==> src/rtl/mem_checker_pkg.sv <==
// Shared definitions for the memory checker control block: register map,
// CTRL bit positions, bus payload structs and the run sequencer states.
package mem_checker_pkg;

  localparam int unsigned DATA_W  = 32;
  localparam int unsigned NUM_RES = 10;

  // Word addresses on the CSR slave port
  localparam int unsigned CTRL_ADDR     = 0;
  localparam int unsigned CSR_1_ADDR    = 1;
  localparam int unsigned CSR_2_ADDR    = 2;
  localparam int unsigned CSR_3_ADDR    = 3;
  localparam int unsigned RESULT_ADDR   = 4;
  localparam int unsigned ERR_ADDR_ADDR = 5;
  localparam int unsigned ERR_DATA_ADDR = 6;
  localparam int unsigned WR_TICKS_ADDR = 7;
  localparam int unsigned WR_UNITS_ADDR = 8;
  localparam int unsigned RD_TICKS_ADDR = 9;
  localparam int unsigned RD_WORDS_ADDR = 10;
  localparam int unsigned MIN_MAX_ADDR  = 11;
  localparam int unsigned SUM_ADDR      = 12;
  localparam int unsigned RD_REQ_ADDR   = 13;

  // CTRL register bit positions
  localparam int unsigned CTRL_START_BIT   = 0;
  localparam int unsigned CTRL_BUSY_BIT    = 1;
  localparam int unsigned CTRL_DONE_BIT    = 2;
  localparam int unsigned CTRL_TIMEOUT_BIT = 3;
  localparam int unsigned CTRL_WR_ERR_BIT  = 4;
  localparam int unsigned CTRL_IRQ_EN_BIT  = 8;

  // Test configuration handed to the checker, CSR_3 in the MSBs
  typedef struct packed {
    logic [DATA_W-1:0] csr_3;
    logic [DATA_W-1:0] csr_2;
    logic [DATA_W-1:0] csr_1;
  } test_struct_t;

  // Result bundle from the checker, result in the MSBs
  typedef struct packed {
    logic [DATA_W-1:0] result;
    logic [DATA_W-1:0] err_addr;
    logic [DATA_W-1:0] err_data;
    logic [DATA_W-1:0] wr_ticks;
    logic [DATA_W-1:0] wr_units;
    logic [DATA_W-1:0] rd_ticks;
    logic [DATA_W-1:0] rd_words;
    logic [DATA_W-1:0] min_max;
    logic [DATA_W-1:0] sum;
    logic [DATA_W-1:0] rd_req;
  } res_struct_t;

  typedef enum logic [1:0] {
    ST_IDLE  = 2'd0,
    ST_START = 2'd1,
    ST_RUN   = 2'd2
  } state_e;

endpackage

==> src/rtl/mem_test_watchdog.sv <==
// Saturating run watchdog. expire_c_o flags the cycle whose increment makes
// the count reach limit_i; a limit of 0 never expires.
module mem_test_watchdog (
  input  logic        clk_i,
  input  logic        rst_n_i,
  input  logic        clear_i,
  input  logic        enable_i,
  input  logic [31:0] limit_i,
  output logic        expire_c_o
);

  logic [31:0] count_q, count_d;

  // Clear has priority; increment stops at all-ones
  always_comb begin
    count_d = count_q;
    if (clear_i) begin
      count_d = '0;
    end else if (enable_i && (count_q != '1)) begin
      count_d = count_q + 32'd1;
    end
  end

  // Count register
  always_ff @(posedge clk_i or negedge rst_n_i) begin
    if (!rst_n_i) begin
      count_q <= '0;
    end else begin
      count_q <= count_d;
    end
  end

  assign expire_c_o = enable_i && !clear_i && (limit_i != '0) &&
                      ((33'(count_q) + 33'd1) == 33'(limit_i));

endmodule

==> src/rtl/mem_test_ctrl.sv <==
// Control/status block for the memory checker: Avalon-MM CSR slave, one-shot
// run sequencer with watchdog, and a shadow copy of the checker results.
// Optional interrupt output enabled by defining MEM_TEST_CTRL_IRQ_EN.
module mem_test_ctrl
  import mem_checker_pkg::*;
#(
  parameter logic [31:0]  TIMEOUT_CYCLES = 32'd1_000_000,
  parameter int unsigned  CSR_ADDR_W     = 4
) (
  input  logic                  clk_sys_i,
  input  logic                  rst_n_i,
  input  logic [CSR_ADDR_W-1:0] csr_address_i,
  input  logic                  csr_read_i,
  input  logic                  csr_write_i,
  input  logic [31:0]           csr_writedata_i,
  output logic [31:0]           csr_readdata_o,
  output logic                  csr_readdatavalid_o,
  output logic                  csr_waitrequest_o,
  output logic [95:0]           test_param_o,
  output logic                  start_o,
  output logic                  abort_o,
`ifdef MEM_TEST_CTRL_IRQ_EN
  output logic                  irq_o,
`endif
  input  logic                  done_i,
  input  logic [319:0]          res_i
);

  state_e       state_q, state_d;
  test_struct_t csr_q, csr_d;
  res_struct_t  shadow_q, shadow_d;
  logic         done_q, done_d;
  logic         timeout_q, timeout_d;
  logic         wr_err_q, wr_err_d;
  logic         start_q, start_d;
  logic         abort_q, abort_d;
  logic [31:0]  rdata_q, rdata_d;
  logic         rvalid_q;
  logic [31:0]  addr_c;
  logic [31:0]  rd_data_c;
  logic         busy_c;
  logic         expire_c;
`ifdef MEM_TEST_CTRL_IRQ_EN
  logic         ie_q, ie_d;
  logic         irq_q, irq_d;
`endif

  assign addr_c = 32'(csr_address_i);
  assign busy_c = (state_q != ST_IDLE);

  // Watchdog is zeroed in START and counts every RUN cycle
  mem_test_watchdog u_watchdog (
    .clk_i      (clk_sys_i),
    .rst_n_i    (rst_n_i),
    .clear_i    (state_q == ST_START),
    .enable_i   (state_q == ST_RUN),
    .limit_i    (TIMEOUT_CYCLES),
    .expire_c_o (expire_c)
  );

  // Read mux over current register values (pre-write on a same-cycle write)
  always_comb begin
    rd_data_c = '0;
    case (addr_c)
      CTRL_ADDR: begin
        rd_data_c[CTRL_BUSY_BIT]    = busy_c;
        rd_data_c[CTRL_DONE_BIT]    = done_q;
        rd_data_c[CTRL_TIMEOUT_BIT] = timeout_q;
        rd_data_c[CTRL_WR_ERR_BIT]  = wr_err_q;
`ifdef MEM_TEST_CTRL_IRQ_EN
        rd_data_c[CTRL_IRQ_EN_BIT]  = ie_q;
`endif
      end
      CSR_1_ADDR:    rd_data_c = csr_q.csr_1;
      CSR_2_ADDR:    rd_data_c = csr_q.csr_2;
      CSR_3_ADDR:    rd_data_c = csr_q.csr_3;
      RESULT_ADDR:   rd_data_c = shadow_q.result;
      ERR_ADDR_ADDR: rd_data_c = shadow_q.err_addr;
      ERR_DATA_ADDR: rd_data_c = shadow_q.err_data;
      WR_TICKS_ADDR: rd_data_c = shadow_q.wr_ticks;
      WR_UNITS_ADDR: rd_data_c = shadow_q.wr_units;
      RD_TICKS_ADDR: rd_data_c = shadow_q.rd_ticks;
      RD_WORDS_ADDR: rd_data_c = shadow_q.rd_words;
      MIN_MAX_ADDR:  rd_data_c = shadow_q.min_max;
      SUM_ADDR:      rd_data_c = shadow_q.sum;
      RD_REQ_ADDR:   rd_data_c = shadow_q.rd_req;
      default:       rd_data_c = '0;
    endcase
  end

  // Next state: bus writes first, then sequencer events so sets beat W1C
  always_comb begin
    state_d   = state_q;
    csr_d     = csr_q;
    shadow_d  = shadow_q;
    done_d    = done_q;
    timeout_d = timeout_q;
    wr_err_d  = wr_err_q;
    abort_d   = 1'b0;
    rdata_d   = csr_read_i ? rd_data_c : '0;
`ifdef MEM_TEST_CTRL_IRQ_EN
    ie_d      = ie_q;
`endif

    if (csr_write_i) begin
      case (addr_c)
        CTRL_ADDR: begin
          if (csr_writedata_i[CTRL_DONE_BIT])    done_d    = 1'b0;
          if (csr_writedata_i[CTRL_TIMEOUT_BIT]) timeout_d = 1'b0;
          if (csr_writedata_i[CTRL_WR_ERR_BIT])  wr_err_d  = 1'b0;
`ifdef MEM_TEST_CTRL_IRQ_EN
          ie_d = csr_writedata_i[CTRL_IRQ_EN_BIT];
`endif
          if (csr_writedata_i[CTRL_START_BIT]) begin
            if (busy_c) begin
              wr_err_d = 1'b1;
            end else begin
              state_d   = ST_START;
              done_d    = 1'b0;
              timeout_d = 1'b0;
            end
          end
        end
        CSR_1_ADDR: if (busy_c) wr_err_d = 1'b1; else csr_d.csr_1 = csr_writedata_i;
        CSR_2_ADDR: if (busy_c) wr_err_d = 1'b1; else csr_d.csr_2 = csr_writedata_i;
        CSR_3_ADDR: if (busy_c) wr_err_d = 1'b1; else csr_d.csr_3 = csr_writedata_i;
        default: ;
      endcase
    end

    case (state_q)
      ST_START: state_d = ST_RUN;
      ST_RUN: begin
        if (done_i) begin
          shadow_d = res_struct_t'(res_i);
          done_d   = 1'b1;
          state_d  = ST_IDLE;
        end else if (expire_c) begin
          abort_d   = 1'b1;
          timeout_d = 1'b1;
          state_d   = ST_IDLE;
        end
      end
      default: ;
    endcase

    start_d = (state_d == ST_START);
`ifdef MEM_TEST_CTRL_IRQ_EN
    irq_d   = (done_d | timeout_d) & ie_d;
`endif
  end

  // Sequencer state register
  always_ff @(posedge clk_sys_i or negedge rst_n_i) begin
    if (!rst_n_i) begin
      state_q <= ST_IDLE;
    end else begin
      state_q <= state_d;
    end
  end

  // Register file, flags and registered outputs
  always_ff @(posedge clk_sys_i or negedge rst_n_i) begin
    if (!rst_n_i) begin
      csr_q     <= '0;
      shadow_q  <= '0;
      done_q    <= 1'b0;
      timeout_q <= 1'b0;
      wr_err_q  <= 1'b0;
      start_q   <= 1'b0;
      abort_q   <= 1'b0;
      rdata_q   <= '0;
      rvalid_q  <= 1'b0;
`ifdef MEM_TEST_CTRL_IRQ_EN
      ie_q      <= 1'b0;
      irq_q     <= 1'b0;
`endif
    end else begin
      csr_q     <= csr_d;
      shadow_q  <= shadow_d;
      done_q    <= done_d;
      timeout_q <= timeout_d;
      wr_err_q  <= wr_err_d;
      start_q   <= start_d;
      abort_q   <= abort_d;
      rdata_q   <= rdata_d;
      rvalid_q  <= csr_read_i;
`ifdef MEM_TEST_CTRL_IRQ_EN
      ie_q      <= ie_d;
      irq_q     <= irq_d;
`endif
    end
  end

  assign csr_readdata_o      = rdata_q;
  assign csr_readdatavalid_o = rvalid_q;
  assign csr_waitrequest_o   = 1'b0;
  assign test_param_o        = csr_q;
  assign start_o             = start_q;
  assign abort_o             = abort_q;
`ifdef MEM_TEST_CTRL_IRQ_EN
  assign irq_o               = irq_q;
`endif

endmodule

==> config.mk <==
export PLATFORM = sky130hd
export DESIGN_NAME = mem_test_ctrl
export DESIGN_NICKNAME = d
export VERILOG_FILES = /design/src/rtl/mem_checker_pkg.sv /design/src/rtl/mem_test_watchdog.sv /design/src/rtl/mem_test_ctrl.sv
export SDC_FILE = /design/constraint.sdc
export NUM_CORES = 1
export LEC_CHECK = 0
export CAP_MARGIN = 0
export CORE_MARGIN = 2
export CORE_UTILIZATION = 48
export DETAILED_ROUTE_END_ITERATION = 8
export PLACE_DENSITY = 0.79
export SLEW_MARGIN = 20
export SYNTH_ARGS = -nofsm -noshare
export SYNTH_HDL_FRONTEND = slang
export SYNTH_SLANG_ARGS = --single-unit
==> constraint.sdc <==
create_clock -name clk_sys_i -period 8 [get_ports clk_sys_i]
set_input_delay 0.8 -clock clk_sys_i [delete_from_list [all_inputs] [get_ports clk_sys_i]]
set_output_delay 0.8 -clock clk_sys_i [all_outputs]
set_load 0.01 [all_outputs]
==> Implementation_results.wiki <==
{| class="wikitable"
! Metric !! Value
|-
| Count of different cell masters after synthesis || 68
|-
| Clock latency on the worst-skew pair || 0.62 ns
|-
| P_leak || 0.0118 uW
|-
| Gp weighted congestion || 0.915
|-
| Dpl hpwl || 48,700 um
|-
| Number of instances in the synthesized netlist || 1,554
|-
| Post-DRT Antenna Nets || 0
|-
| Final TNS setup || 0 ns
|-
| Area growth, synth to finish || 34.7%
|-
| Top cells by count, synth || sky130_fd_sc_hd__dfrtp_1 (488), sky130_fd_sc_hd__mux2_2 (414), sky130_fd_sc_hd__clkbuf_1 (86), sky130_fd_sc_hd__a22oi_1 (75), sky130_fd_sc_hd__nor2_1 (59)
|-
| Total number of placement rows || 76
|-
| Initial DRC count || 1,544
|-
| Dominant cell type by area after synthesis || sky130_fd_sc_hd__dfrtp_1
|-
| Portion of the clock cycle consumed by the worst path in the final layout || 45.9%
|-
| Category of the worst setup path launch point || input pin
|-
| Max-Slew Margin vs Limit || 22.0%
|-
| Port Buffer Count || 491
|-
| Final count of negative-setup-slack endpoints || 0
|-
| Clock sink total || 488
|-
| IR drop worst, VDD || 0.268 mV
|-
| First-pass detailed-route iteration total || 5
|-
| Worst min path class || in -> async
|-
| Count of flip-flops with a built-in enable after synthesis || 0
|-
| Max Buffers Root-to-Sink || 3
|-
| Via/cell ratio || 6.06
|-
| Post-detailed-route DRC marker count || 0
|-
| Via count of the first global-routing pass || 16,800
|-
| Number of antenna violations at the first check in global routing || 21
|-
| PostCTS Resize Cnt || 0
|-
| Largest net degree at the start of global routing || 183
|-
| Die X-Extent || 214 um
|-
| Hold Vio Cnt, Final || 0
|-
| Startpoint-to-endpoint class of the critical path || in -> reg
|-
| Core region area || 43,300 um^2
|-
| Synthesized area divided by synthesized cell count || 13.6 um^2
|-
| Primary flip-flop cell chosen by synthesis mapping || sky130_fd_sc_hd__dfrtp_1
|-
| CP max FO || 33
|-
| Num CTS Buffers || 52
|-
| Critical path endpoint category || register
|-
| Clock root buffer || sky130_fd_sc_hd__clkbuf_16
|-
| Fraction of final layout cells sized beyond drive strength 1 || 27.0%
|-
| Clock slew at the register clock pins of the worst setup and hold paths || 0.06 ns
|-
| Cell area after placement || 26,600 um^2
|-
| Cell area after layout || 28,400 um^2
|-
| TritonCTS clock tree || built
|-
| Top-area cell type share of the netlist area || 57.9%
|-
| Net count, final || 2,374
|-
| Max Cap Violations || 0
|-
| Fraction of registers with async set or reset after synthesis || 100%
|-
| Post-CTS Setup Repair Bufs || 0
|-
| Cts-stage hold buffer count || 0
|-
| Main area contributors after synthesis || sky130_fd_sc_hd__dfrtp_1 (58%), sky130_fd_sc_hd__mux2_2 (22%), sky130_fd_sc_hd__a22oi_1 (2.7%)
|-
| CTS H-Tree Depth || 2
|-
| RSZ-0062 raised after global routing || no
|-
| Data arrival, critical path || 4.15 ns
|-
| Share of the yosys chip area belonging to registers || 57.9%
|-
| Area of the die || 45,600 um^2
|-
| Post-Syn Nets || 1,919
|-
| Final number of max-transition violations || 0
|-
| Total via count after detailed routing || 16,100
|-
| Power per cell area || 329 nW/um^2
|-
| Starting utilization of the core area || 48.7%
|-
| Library cell with the highest instance count after synthesis || sky130_fd_sc_hd__dfrtp_1
|-
| Final global-route overflow total || 0
|-
| First-pass GRT wire length || 104,000 um
|-
| Seq cells post-synth || 488
|-
| Routed wire per std cell || 27.1 um
|-
| Count of boundary I/O pins || 493
|-
| Period minus WS final || 3.67 ns
|-
| Yosys synthesis warning count || 0
|-
| Overall track demand over capacity in global routing || 31.1%
|-
| Post-detailed-routing wire length || 71,900 um
|-
| Run status || finished clean
|-
| Count of fill cells added during filler insertion || 3,160
|-
| Data required time of the worst path || 8.47 ns
|-
| Maximum clock frequency || 0.272 GHz
|-
| Worst Skew || 0.0398 ns
|-
| Slew at the pin closest to its max-slew limit || 1.17 ns
|-
| Summed instance area of the synthesized netlist || 21,100 um^2
|-
| Die Y-Extent || 214 um
|}
[power by group]
group / total (uW) / switching [uW] / internal, uW / leakage (uW)
sequential: 4290 / 738 / 3560 / 0.00602
clock: 2520 / 1020 / 1500 / 0.000875
combinational: 2550 / 970 / 1580 / 0.00487
total: 9360 / 2720 / 6630 / 0.0118
[worst max-delay path: stages]
cell and delay, ns:
sky130_fd_sc_hd__clkdlybuf4s50_1 0.79, sky130_fd_sc_hd__nand2b_1 0.33, sky130_fd_sc_hd__nor3_2 0.18, sky130_fd_sc_hd__buf_4 0.55, sky130_fd_sc_hd__and3_2 1.02, sky130_fd_sc_hd__mux2_2 0.42
[area by class of cell]
cell class,instances,area [um^2],share of cell area [%]
antenna,21,52.6,0.185
clock buffer,78,1510,5.31
clock inverter,18,273,0.960
inverter,9,33.8,0.119
multi-input combinational,944,8450,29.8
sequential,488,12200,43.0
tap,585,732,2.58
timing repair buffer,514,5130,18.1
[sequential cells by signal (all words and copies together) (netlist names)]
name                 flops
abort_o                  1
csr_readdata_o          32
csr_readdatavalid_o      1
done_q                   1
shadow_q               320
start_o                  1
state_q                  2
test_param_o            96
timeout_q                1
u_watchdog.count_q      32
wr_err_q                 1
[cells in the final DEF, fill, tap and decap left out, drive strengths merged, types with 5 or more instances in the layout]
cell type      count
a31oi             32
nand4             19
a222oi            28
buf               24
clkinv             9
mux2             416
dfrtp            488
xor2              16
a221oi            57
clkdlybuf4s50    490
and3              14
xnor2             17
a21oi              8
nand2b             5
a22o              36
inv               11
clkbuf            78
nand3             20
o21ai             13
nor4               9
bufinv             6
a22oi             75
diode             21
nor3              17
nor2              59
nand2             49
[metal layers]
layer	global-route usage, %	part of all wire, %	up-vias
met2	48.9	47	832
met4	15.2	4.5	8
li1	-	-	6803
met1	40.7	40	8261
met3	7.29	8.4	190
met5	0	0.068	-
[cells by family (layout without fill, tap and decap cells)]
family	count (synthesis)	after routing	synth area share, %
DFF	488	488	57.9
muxes	420	420	22.4
AOI/OAI and AO/OA	270	270	10.2
and+or+nand+nor	216	216	5.38
buffers and inverters	122	619	2.50
xor gates and xnor gates	33	33	1.37
adders and majority gates	4	4	0.237
other	1	22	0.0178
[final timing paths]
check                      cells after the start  slack [ns]               end              from
max in group asynchronous                      2        6.27       shadow_q[2]           rst_n_i
min reg2reg                                    1        0.51      shadow_q[72]      shadow_q[72]
max reg2reg                                    6        4.74     shadow_q[314]        state_q[0]
min in group clk_sys_i                         1        0.51      shadow_q[72]      shadow_q[72]
max                                            6        4.33  test_param_o[22]  csr_address_i[0]
min                                            1        0.27      shadow_q[23]           rst_n_i
[per-stage QoR]
| step | utilization (%) | power (uW) | cells | setup WS [ns] | hold slack (ns) |
|---|---|---|---|---|---|
| floorplan | - | 5510 | 1554 | 5.25 | 0.472 |
| global placement | 61.4 | 6680 | 2540 | 3.90 | 0.487 |
| detailed placement | 61.4 | 6830 | 2540 | 3.83 | 0.494 |
| CTS | 65.5 | 9370 | 2636 | 4.43 | 0.298 |
| global route | 65.6 | 9770 | 2652 | 4.31 | 0.339 |
| finish | 65.6 | 9360 | 2657 | 4.33 | 0.271 |
Power figures use the tool's default switching activity.
==> RTL edit 1, RTL diff (config.mk and constraints unchanged) <==
Take the reset off `rdata_q` and load it in a clocked block of its own.
--- a/src/rtl/mem_test_ctrl.sv
+++ b/src/rtl/mem_test_ctrl.sv
@@ -170,5 +170,4 @@
       start_q   <= 1'b0;
       abort_q   <= 1'b0;
-      rdata_q   <= '0;
       rvalid_q  <= 1'b0;
 `ifdef MEM_TEST_CTRL_IRQ_EN
@@ -184,5 +183,4 @@
       start_q   <= start_d;
       abort_q   <= abort_d;
-      rdata_q   <= rdata_d;
       rvalid_q  <= csr_read_i;
 `ifdef MEM_TEST_CTRL_IRQ_EN
@@ -191,4 +189,8 @@
 `endif
     end
+  end
+
+  always_ff @(posedge clk_sys_i) begin
+    rdata_q <= rdata_d;
   end
 
Function: differs if rst_n_i is asserted again (counterexample within 4 cycles, from zero or initial values and one cycle with rst_n_i low); with rst_n_i held inactive, the same outputs for 4 cycles.
==> RTL edit 1 against the unedited design <==
  * Area after synthesis down 0.27%
  * Fmax up 8.2%
  * Worst setup slack improved by 0.28 ns
  * Register-to-register slack improved by 0.26 ns
  * Sequential cell count did not move
  * Total power grew 0.26%
  * Wire length rose by 3.1%
  * Design area decreased by 0.16%
  * Largest cell class unchanged
  * Largest power group unchanged
  * Highest routed layer unchanged
==> RTL edit 1: results (changes against the unedited design) <==
global_routing:
  antenna_found_initial: 25  # was 21
  met1_usage_pct: 41.9  # was 40.7%
  grt_pass1_vias: 16800  # about the same
  grt_pass1_wl_um: 107000  # was 104000 um
  grt_max_degree: 178  # was 183
  grtUsageMet2_pct: 51.6  # was 48.9%
  track_usage_pct: 32.3  # was 31.1%
  use_met3_pct: 7.52  # was 7.29%
timing:
  clock_skew_ns: 0.0146  # was 0.0398 ns
  whs_ns: 0.213  # was 0.271 ns
  tightest_slew_ns: 1.03  # was 1.17 ns
synthesis:
  synth_cells: 1590  # was 1554
  ys_top_cells_by_count: "dfrtp_1, mux2_2, clkbuf_1, a22oi_1, nor2_1"  # unchanged
  ys_types: 61  # was 68
  ys.warnings.count: 0  # unchanged
  syn_nets: 1955  # was 1919
  synthArstFlopShare_pct: 93.4  # was 100%
  yosysSeqAreaShare_pct: 57.3  # was 57.9%
  synth_area_leaders: "dfrtp_1, mux2_2, dfxtp_1, a22oi_1, a221oi_1"  # was dfrtp_1, mux2_2, a22oi_1, a221oi_1, clkbuf_1
  synth_top_flop_cell: "dfrtp_1"  # unchanged
detailed_routing:
  drt.antenna.violating_nets: 0  # unchanged
  first_pass_iters: 5  # unchanged
  avgRoutedWirePerCell_um: 27.5  # was 27.1 um
  vias: 16300  # was 16100
  drt-initial-drc-count: 1799  # was 1544
final_layout:
  fillers: 3229  # was 3160
  largest_reg_flops: 320  # unchanged
  stdcell_count: 2692  # was 2657
  drive_above_1_share_pct: 26.6  # was 27.0%
  largest_register: "shadow_q"  # unchanged
  final_nets: 2407  # was 2374
critical_path:
  worstPathArrival_ns: 3.91  # was 4.15 ns
  crit_path_start: "csr_address_i[3]"  # was csr_address_i[0]
  reg2reg_slack_ns: 5.00  # was 4.74 ns
  rr_worst_depth: 9  # was 6
  worstSetupEndpoint: "csr_readdata_o[0]"  # was test_param_o[22]
  path_max_fanout: 21  # was 33
  r2r_start: "u_watchdog.count_q[0]"  # was state_q[0]
  r2r-end: "u_watchdog.count_q[30]"  # was shadow_q[314]
cts:
  cts_resized: 0  # unchanged
  cts_buffers: 52  # unchanged
  htreeDepth: 2  # unchanged
  clk_pin_slew_ns: 0.06  # about the same
  clock_path_buffers: 3  # unchanged
  root_buffer: "clkbuf_16"  # unchanged
  cts_setup_buffers: 0  # unchanged
  clock_latency_ns: 0.61
placed_design:
  portBuffers: 491  # unchanged
  place_hpwl_um: 50800  # was 48700 um
  dp_cells: 2573  # was 2540
  gp_congestion: 0.894  # was 0.915
power:
  p_leak_nw: 11.8  # about the same
  vdd_drop_max_v: 0.000214  # was 0.000268 V
outcome:
  status: "completed"  # unchanged
hold_path:
  hp-class: "in2async"  # unchanged
## RTL edit 1: worst min path at each step
stage | cells after the start | endpoint | startpoint
2_1_floorplan | 2 | done_q | done_q
3_3_place_gp | 2 | done_q | done_q
3_5_place_dp | 2 | done_q | done_q
4_1_cts | 1 | u_watchdog.count_q[28] | rst_n_i
5_1_grt | 1 | u_watchdog.count_q[28] | rst_n_i
6_report | 1 | u_watchdog.count_q[28] | rst_n_i
## RTL edit 1: cell families after synthesis
| family | count (synthesis) | synth area share [%] |
|---|---|---|
| other | 1 | 0.0178 |
| xor gates and xnor gates | 32 | 1.33 |
| AOI/OAI and AO/OA | 276 | 10.4 |
| DFF | 488 | 57.3 |
| buffers and inverters | 126 | 2.37 |
| muxes | 418 | 22.4 |
| adders and majority gates | 4 | 0.238 |
| and+or+nand+nor | 245 | 6.00 |
## RTL edit 1: routing by layer
metal	part of all wire [%]	routed length (um)	vias up
met2	48	35500	845
met3	8.5	6320	187
met1	39	29100	8366
met5	0.096	71	-
li1	-	-	6928
met4	4.3	3160	12
## RTL edit 1: critical path, cell delays in order
cell and delay, ns:
clkdlybuf4s50_1 0.98, nand2b_1 0.41, nor2_4 0.56, buf_4 0.51, a22oi_1 0.17, nand2_1 0.16
a221oi_1 0.06, a31oi_1 0.22
## RTL edit 1: layout make-up
type | instances | area [um^2] | share of cell area [%]
antenna | 21 | 52.6 | 0.185
clock inverter | 18 | 200 | 0.706
timing repair buffer | 514 | 5140 | 18.1
sequential | 488 | 12100 | 42.5
tap | 585 | 732 | 2.58
clock buffer | 80 | 1550 | 5.46
inverter | 10 | 37.5 | 0.132
multi-input combinational | 976 | 8600 | 30.3
## RTL edit 1: where the power goes
| part | internal [mW] | switching (mW) | total (mW) |
|---|---|---|---|
| combinational | 1.63 | 1.02 | 2.65 |
| clock | 1.44 | 1.03 | 2.46 |
| sequential | 3.54 | 0.737 | 4.27 |
| total | 6.60 | 2.78 | 9.38 |
## RTL edit 1: through the flow
stage	power (mW)	area (um^2)	setup WS [ns]
global placement	6.75	26500	4.19
global route	9.78	28300	4.54
floorplan	5.56	21000	5.44
CTS	9.37	28300	4.76
finish	9.38	28400	4.60
detailed placement	6.90	26600	4.14
==> RTL edit 2, RTL diff (same flow settings) <==
Made on the original files. The parameter `CSR_ADDR_W` goes from 4 to 5.
--- a/src/rtl/mem_test_ctrl.sv
+++ b/src/rtl/mem_test_ctrl.sv
@@ -6,5 +6,5 @@
 #(
   parameter logic [31:0]  TIMEOUT_CYCLES = 32'd1_000_000,
-  parameter int unsigned  CSR_ADDR_W     = 4
+  parameter int unsigned  CSR_ADDR_W     = 5
 ) (
   input  logic                  clk_sys_i,
Interface: changed (resized csr_address_i); port bits go from 493 to 494. The function was not compared with the original's and may differ.
==> RTL edit 2 against the unedited design <==
  * Design area grew 0.45%
  * Synthesized cell count grew 1.1%
  * Count of clock-buffer cells in the layout shrank 3
  * Area after synthesis grew 0.63%
  * Wire length grew 3.5%
  * Worst setup slack gained 0.25 ns
  * Sequential cell count is the same
  * Combinational power shrank 11%
  * Total power shrank 5.3%
==> RTL edit 2: results (changes against the unedited design) <==
detailed_routing:
  drt-vias-per-instance: 6.08  # was 6.06
  drt-initial-drc-count: 1625  # was 1544
  drt-met1-wl_um: 28700  # about the same
  avgRoutedWirePerCell_um: 27.8  # was 27.1 um
  first_pass_iters: 6  # was 5
  wl_met3_um: 6570  # was 6040 um
  met2_length_um: 35600  # was 33800 um
placed_design:
  gp_congestion: 0.888  # was 0.915
  post-place-ws_ns: 4.01  # was 3.83 ns
  portBuffers: 492  # was 491
  place_hpwl_um: 50800  # was 48700 um
  dpl_cell_area_um2: 26800  # was 26600 um^2
power:
  vdd_drop_max_v: 0.000177  # was 0.000268 V
  pg_seq_mw: 4.15  # was 4.29 mW
  p_leak_nw: 12.0  # was 11.8 nW
  p_switching_mw: 2.55  # was 2.72 mW
  clock_power_mw: 2.44  # was 2.52 mW
final_layout:
  multi_input_area_share_pct: 30.3  # was 29.8%
  final_nets: 2396  # was 2374
  inv_count: 6  # was 9
  drive_above_1_share_pct: 27.3  # was 27.0%
  clock_cell_area_share_pct: 6.05  # was 6.27%
  final-nonclk-buf-share_pct: 18.0  # was 18.1%
  diodes: 15  # was 21
  fillers: 3327  # was 3160
  seq_cells: 488  # unchanged
  nMultiInputCombCells: 968  # was 944
synthesis:
  yosys.area_share.adder_pct: 0.295  # was 0.237%
  muxShareOfSynthArea_pct: 22.8  # was 22.4%
  synth_area_leaders: "dfrtp_1, mux2_2, a221oi_1, a22o_1, a22oi_1"  # was dfrtp_1, mux2_2, a22oi_1, a221oi_1, clkbuf_1
  syn_nets: 1938  # was 1919
  yosysSeqAreaShare_pct: 57.5  # was 57.9%
  ys_top_cells_by_count: "dfrtp_1, mux2_2, clkbuf_1, nor2_1, a221oi_1"  # was dfrtp_1, mux2_2, clkbuf_1, a22oi_1, nor2_1
  synth_xor_area_share_pct: 1.65  # was 1.37%
  ys_types: 64  # was 68
  synth_compound_area_share_pct: 10.1  # was 10.2%
cts:
  cts_buffers: 51  # was 52
  cts_resized: 0  # unchanged
critical_path:
  path_max_fanout: 24  # was 33
  crit_slowest_cell: "nor2_4"  # was and3_2
  crit_path_max_incr_delay_ns: 0.91  # was 1.02 ns
  worstPathArrival_ns: 3.95  # was 4.15 ns
global_routing:
  grt_max_degree: 186  # was 183
  grt_pass1_wl_um: 110000  # was 104000 um
  grt_pass1_vias: 16900  # was 16800
  antenna_found_initial: 14  # was 21
  use_met3_pct: 7.49  # was 7.29%
  grtUsageMet2_pct: 52.8  # was 48.9%
  met1_usage_pct: 41.1  # was 40.7%
  track_usage_pct: 32.2  # was 31.1%
timing:
  clock_skew_ns: 0.0137  # was 0.0398 ns
  slew_headroom_pct: 13.6  # was 22.0%
floorplan:
  die_width_um: 214  # about the same
outcome:
  status: "completed"  # unchanged
[RTL edit 2: cell count changes in the layout (fill, tap and decap cells not counted), sizes merged, moves of 5 or more]
cell and delta:
a22oi -25, a22o +14, a21oi +12, mux2i +11, a222oi -7, xor2 +7, and4 +6, diode -6
o22ai +6, a221o +5, and2 +5, and3 -5, nor2b +5
[RTL edit 2: stage by stage]
step / instances / power [mW] / util [%] / hold WS, ns
floorplan: 1571 / 5.32 / - / 0.472
global placement: 2567 / 6.29 / 60.9 / 0.487
detailed placement: 2568 / 6.40 / 60.9 / 0.493
CTS: 2662 / 8.85 / 64.8 / 0.270
global route: 2673 / 9.22 / 64.9 / 0.309
finish: 2677 / 8.86 / 64.9 / 0.236
[RTL edit 2: cells by family after synthesis]
group / count (synthesis)
DFF: 488
muxes: 431
AOI/OAI and AO/OA: 270
and+or+nand+nor: 221
buffers and inverters: 115
xor gates and xnor gates: 40
adders and majority gates: 5
other: 1
[RTL edit 2: worst register-to-register path: stages (launching register included)]
cell      delay, ns
dfrtp_1        0.47
ha_1           0.29
and4_2         0.23
nand3_1        0.20
nor4_2         0.14
nand2b_1       0.31
or3_1          0.46
o41ai_1        0.57
a21boi_1       0.15
[RTL edit 2: final timing paths]
kind | start | end | slack (ns) | depth (start not counted)
max in group asynchronous | rst_n_i | shadow_q[199] | 6.32 | 2
setup / recovery | csr_address_i[3] | csr_readdata_o[28] | 4.58 | 8
setup reg to reg | u_watchdog.count_q[0] | state_q[0] | 5.05 | 8
hold reg to reg | shadow_q[186] | shadow_q[186] | 0.51 | 1
hold / removal | rst_n_i | shadow_q[251] | 0.24 | 1
min in group clk_sys_i | shadow_q[186] | shadow_q[186] | 0.51 | 1
